**src/rtl/col_out_pkg.sv**
```systemverilog
// Shared types and helpers for the array's output-side blocks.
package col_out_pkg;

  typedef enum logic {IDLE = 1'b0, DRAIN = 1'b1} state_t;

  function automatic int ceil_div(input int num, input int den);
    return (num + den - 1) / den;
  endfunction

endpackage

```
**src/rtl/sync_fifo.sv**
```systemverilog
// Count-based synchronous FIFO; the head word reads as zero while empty.
module sync_fifo #(
  parameter int WIDTH = 8,
  parameter int DEPTH = 4
) (
  input  logic             clk,
  input  logic             rst,
  input  logic             push,
  input  logic [WIDTH-1:0] din,
  input  logic             pop,
  output logic [WIDTH-1:0] dout,
  output logic             full,
  output logic             empty
);

  localparam int AW = $clog2(DEPTH);

  logic [WIDTH-1:0] mem [DEPTH];
  logic [AW-1:0]    wr_ptr;
  logic [AW-1:0]    rd_ptr;
  logic [AW:0]      count;
  logic             do_push;
  logic             do_pop;

  assign full    = (count == (AW+1)'(DEPTH));
  assign empty   = (count == '0);
  assign do_push = push && !full;
  assign do_pop  = pop && !empty;
  assign dout    = empty ? '0 : mem[rd_ptr];

  always_ff @(posedge clk) begin
    if (rst) begin
      wr_ptr <= '0;
      rd_ptr <= '0;
      count  <= '0;
    end else begin
      if (do_push) wr_ptr <= wr_ptr + AW'(1);
      if (do_pop)  rd_ptr <= rd_ptr + AW'(1);
      if (do_push && !do_pop)      count <= count + (AW+1)'(1);
      else if (do_pop && !do_push) count <= count - (AW+1)'(1);
    end
  end

  // Storage needs no reset: reads are gated by empty.
  always_ff @(posedge clk) begin
    if (do_push) mem[wr_ptr] <= din;
  end

endmodule

```
**src/rtl/col_output_packer.sv**
```systemverilog
// Captures a row of column results, packs valid groups into lane words and queues them.
module col_output_packer
  import col_out_pkg::*;
#(
  parameter int N_COLS     = 8,
  parameter int DATA_W     = 8,
  parameter int OUT_W      = 32,
  parameter int FIFO_DEPTH = 4
) (
  input  logic                           clk,
  input  logic                           rst,
  input  logic [N_COLS-1:0][DATA_W-1:0]  in_r,
  input  logic [N_COLS-1:0]              in_v,
  output logic                           in_ready,
  output logic [OUT_W-1:0]               out_r,
  output logic [OUT_W/DATA_W-1:0]        out_mask,
  output logic                           out_last,
  output logic                           rvalid,
  input  logic                           rread
);

  localparam int LANES   = OUT_W / DATA_W;
  localparam int NGROUPS = ceil_div(N_COLS, LANES);
  localparam int PAD     = NGROUPS * LANES;
  localparam int GW      = (NGROUPS > 1) ? $clog2(NGROUPS) : 1;

  state_t                        state;
  logic [PAD-1:0][DATA_W-1:0]    row_q;
  logic [PAD-1:0]                mask_q;
  logic [GW-1:0]                 grp;
  logic [PAD-1:0][DATA_W-1:0]    r_pad;
  logic [PAD-1:0]                v_pad;
  logic [PAD-1:0][DATA_W-1:0]    r_cap;
  logic [LANES-1:0]              grp_mask;
  logic [OUT_W-1:0]              grp_data;
  logic                          grp_last;
  logic                          push;
  logic                          fifo_full;
  logic                          fifo_empty;
  logic [OUT_W+LANES:0]          fifo_dout;

  // Widen the row to whole groups; pad and invalid columns capture as zero.
  always_comb begin
    r_pad = '0;
    v_pad = '0;
    r_pad[N_COLS-1:0] = in_r;
    v_pad[N_COLS-1:0] = in_v;
    for (int i = 0; i < PAD; i++) begin
      r_cap[i] = v_pad[i] ? r_pad[i] : '0;
    end
  end

  // Select the current group and see whether any later group still holds valid columns.
  always_comb begin
    grp_mask = '0;
    grp_data = '0;
    grp_last = 1'b1;
    for (int j = 0; j < NGROUPS; j++) begin
      if (GW'(j) == grp) begin
        grp_mask = mask_q[j*LANES +: LANES];
        grp_data = row_q[j*LANES +: LANES];
      end else if (GW'(j) > grp && |mask_q[j*LANES +: LANES]) begin
        grp_last = 1'b0;
      end
    end
  end

  assign push = (state == DRAIN) && (|grp_mask) && !fifo_full;

  always_ff @(posedge clk) begin
    if (rst) begin
      state  <= IDLE;
      grp    <= '0;
      row_q  <= '0;
      mask_q <= '0;
    end else begin
      case (state)
        IDLE: begin
          if (|in_v) begin
            row_q  <= r_cap;
            mask_q <= v_pad;
            grp    <= '0;
            state  <= DRAIN;
          end
        end
        DRAIN: begin
          if (push) begin
            if (grp_last) state <= IDLE;
            else          grp   <= grp + GW'(1);
          end else if (!(|grp_mask)) begin
            grp <= grp + GW'(1);
          end
        end
        default: state <= IDLE;
      endcase
    end
  end

  sync_fifo #(
    .WIDTH (OUT_W + LANES + 1),
    .DEPTH (FIFO_DEPTH)
  ) u_fifo (
    .clk   (clk),
    .rst   (rst),
    .push  (push),
    .din   ({grp_data, grp_mask, grp_last}),
    .pop   (rread),
    .dout  (fifo_dout),
    .full  (fifo_full),
    .empty (fifo_empty)
  );

  assign {out_r, out_mask, out_last} = fifo_dout;
  assign rvalid   = !fifo_empty;
  assign in_ready = (state == IDLE) && !rst;

endmodule

```
**config.mk**
```make
export PLATFORM = sky130hd
export DESIGN_NAME = col_output_packer
export DESIGN_NICKNAME = d
export VERILOG_FILES = /design/src/rtl/col_out_pkg.sv /design/src/rtl/sync_fifo.sv /design/src/rtl/col_output_packer.sv
export SDC_FILE = /design/constraint.sdc
export NUM_CORES = 1
export LEC_CHECK = 0
export ABC_AREA = 1
export CORE_MARGIN = 3
export CORE_UTILIZATION = 53
export CTS_CLUSTER_SIZE = 28
export DETAILED_ROUTE_END_ITERATION = 8
export PLACE_DENSITY = 0.76
export REMOVE_ABC_BUFFERS = 1
export SYNTH_ARGS = -nofsm -noshare
export SYNTH_HDL_FRONTEND = slang
export SYNTH_HIERARCHICAL = 1
export SYNTH_SLANG_ARGS = --single-unit
```
**constraint.sdc**
```tcl
create_clock -name clk -period 5.9 [get_ports clk]
set_clock_uncertainty 0.05 [all_clocks]
set_input_delay 0.59 -clock clk [delete_from_list [all_inputs] [get_ports clk]]
set_output_delay 0.59 -clock clk [all_outputs]
set_load 0.02 [all_outputs]
```
==> metrics.csv <==
metric,value,unit
P&R area growth vs syn,16.80,%
initial antenna violation count,0,
endpoint class of the critical path,primary output,
crit-path cells,buf_4 -> inv_2 -> buf_4 -> o21ai_0 -> a21oi_1 -> clkdlybuf4s50_1,
outcome,finished clean,
post-synthesis cell count,980,
post-synthesis area per instance,10.18,sq um
Yosys reg bits,231,
"Seq/Total Area, Yosys",0.6118,
Post-CTS Setup Repair Bufs,0,
wire length per cell,16.96,um
cts repair resizes,0,
# setup viols final,0,
area share of the largest cell type after synthesis,0.4453,
clock share of power,0.265,
Setup TNS Final,0,ns
crit path DAT,3.48,ns
first-pass GRT wire length,35.27,mm
Setup crit start kind,flip-flop,
# clock sinks,231,
WP buf/inv,4,
total length of routed wires,22.12,mm
Crit path required time,5.26,ns
Flop pwr share,0.409,
final non-filler cell total,1304,
largest area contributor in the synthesized netlist,edfxtp_1,
number of I/O pins,114,
DP HPWL,12.73,mm
Worst slew margin,0.1376,
async set or reset register ratio after synthesis,0,
largest net degree at the start of global routing,76,
Final Critical Period,4.120,ns
post-DR vias/cell,5.426,
Fin Hold WS,0.4122,ns
core area,18210,sq um
pwr dens,421.1,nW/um^2
crit share post-route,0.6983,
Internal,3.220,mW
RSZ-0062 raised after global routing,false,
Initial Util,0.5481,
max_cap viols,0,
Critical Path Most Common Cell,buf_4,
Min-Delay Path Class,reg -> reg,
Max Slew Vio Count,0,
CTS HTree Levels,1,
Routed Antenna Nets,0,
Post-Syn Area,9981,sq um
Die Height,143.2,um
synth top area cells,"edfxtp_1, dfxtp_1, nor2_1",
Global Route Usage Sum,0.2174,
Post-synth EDFFs,148,
IO buf count,113,
Final Cell Area,11660,sq um
Worst-Margin Slew,1.291,ns
TritonCTS clock tree,done,
cell family with most CP delay,buffers and inverters,
share of layout cells above drive strength 1,0.1628,
die width,143.2,um
gr ovfl total,0,
sw power,1.689,mW
Pwr Total,4.909,mW
"slowest stage delay, CP",0.69,ns
Synth cell types,29,
DP Area,10990,sq um
Max IR drop VDD,0.0002470,V
Worst-path clk slew,0.06,ns
"most common cell after layout, fill and taps aside",nor2_1,
CTS buffer count,23,
placed insts,1262,
DRC violations left,0,
routed vias,7075,
Post-synth top flop,edfxtp_1,
Fmax achieved,242.7,MHz
Worst path slowest cell,clkdlybuf4s50_1,
total iterations of the first detailed-routing run,6,
clock latency on the worst-skew pair,0.51,ns
yosys warns,6,
Switching Fraction,0.3440,
most frequent cells in the layout,"nor2_1, nand2_1, edfxtp_1",
Iter 0 DRT Violations,688,
worst-case clock buffer depth,3,
ant diodes,0,
Comb power frac,0.325,
Lkg Pwr,4.134,nW
global placement routability congestion,0.8349,
hold_buf cts,0,
number of global-route vias before repair,6838,
Die Footprint,20510,sq um
Setup CP Type,reg -> out,
count of final hold-check violations,0,
nets,1139,
Clk Tree Root Cell,clkbuf_16,
crit path max fanout,75,
# rows,49,
[logic make-up (layout without fill, tap and decap cells)]
family                     after synthesis  count (layout)  synth area share
AOI/OAI and AO/OA                      187             187            0.1167
xor gates and xnor gates                 1               1         0.0008777
adders and majority gates                6               6          0.008274
buffers and inverters                   92             187           0.05992
DFF                                    231             231            0.6118
and+or+nand+nor                        463             463            0.2025
[area by class of cell]
cell class	count	area (sq um)
clock buffer	29	608.1
multi-input combinational	657	3307
tap	229	286.5
inverter	26	110.1
timing repair buffer	119	1174
clock inverter	13	62.56
fill	1469	6551
sequential	231	6110
[registers in the layout, summed over array words and instances (netlist names), named ones only]
name           cells
row_q             64
mask_q             8
u_fifo/count       3
state              1
u_fifo/mem       148
u_fifo/wr_ptr      2
u_fifo/rd_ptr      2
grp                1
[final timing paths]
check	end	slack, ns	cells after the start	from
worst min register to register	mask_q[1]$_SDFFE_PP0P_	0.41	2	mask_q[1]$_SDFFE_PP0P_
worst max register to register	u_fifo/count[1]$_SDFFE_PP0P_	2.14	14	grp$_SDFFE_PP0P_
worst min-delay path	mask_q[1]$_SDFFE_PP0P_	0.41	2	mask_q[1]$_SDFFE_PP0P_
worst max-delay path	out_mask[2]	1.78	6	flip-flop
[layer usage]
layer  vias up  GRT usage  wire (um)
met5         -          0          0
met4         0    0.05897        407
met3        28    0.02780       1318
met2       220     0.3635      10830
met1      3369     0.3030       9559
li1       3458          -          -
[synthesized netlist by cell type (3+ instances only)]
| cell | instances |
|---|---|
| nor2_1 | 172 |
| buf_1 | 8 |
| clkbuf_1 | 11 |
| buf_4 | 12 |
| buf_12 | 5 |
| clkbuf_2 | 4 |
| dfxtp_1 | 83 |
| buf_6 | 9 |
| edfxtp_1 | 148 |
| inv_1 | 23 |
| o21ai_1 | 51 |
| a21oi_2 | 61 |
| nand2_1 | 151 |
| nor2_2 | 3 |
| a21oi_1 | 51 |
| nand2_2 | 62 |
| o21ai_0 | 24 |
| buf_2 | 15 |
| ha_1 | 5 |
| nand3_1 | 70 |
[worst reg2reg max path, cell delays in order, from the launching register on]
cell and delay (ns):
dfxtp_2 0.89, inv_1 0.57, nand2_1 0.18, nand2_1 0.14
nor2_1 0.11, nand2_1 0.09, nand3_1 0.10, inv_1 0.09
nand2_1 0.31, inv_1 0.14, ha_1 0.23, inv_1 0.08
fa_1 0.42, o21ai_0 0.19, nor2_1 0.06
[power by group through the flow]
stage	sequential [mW]	combinational [mW]	clock (mW)
finish	2.01	1.60	1.30
global route	2.02	1.74	1.39
CTS	2.01	1.61	1.32
detailed placement	2.04	1.60	0
global placement	2.04	1.58	0
floorplan	2.05	0.854	0
[stage by stage]
| stage | setup WS, ns | util |
|---|---|---|
| after floorplan | 1.955 | - |
| after global placement | 2.326 | 0.6034 |
| after detailed placement | 2.217 | 0.6034 |
| after CTS | 1.765 | 0.6402 |
| after global routing | 1.574 | 0.6402 |
| final | 1.780 | 0.6402 |
No activity file was read; power rests on OpenSTA's default activity.
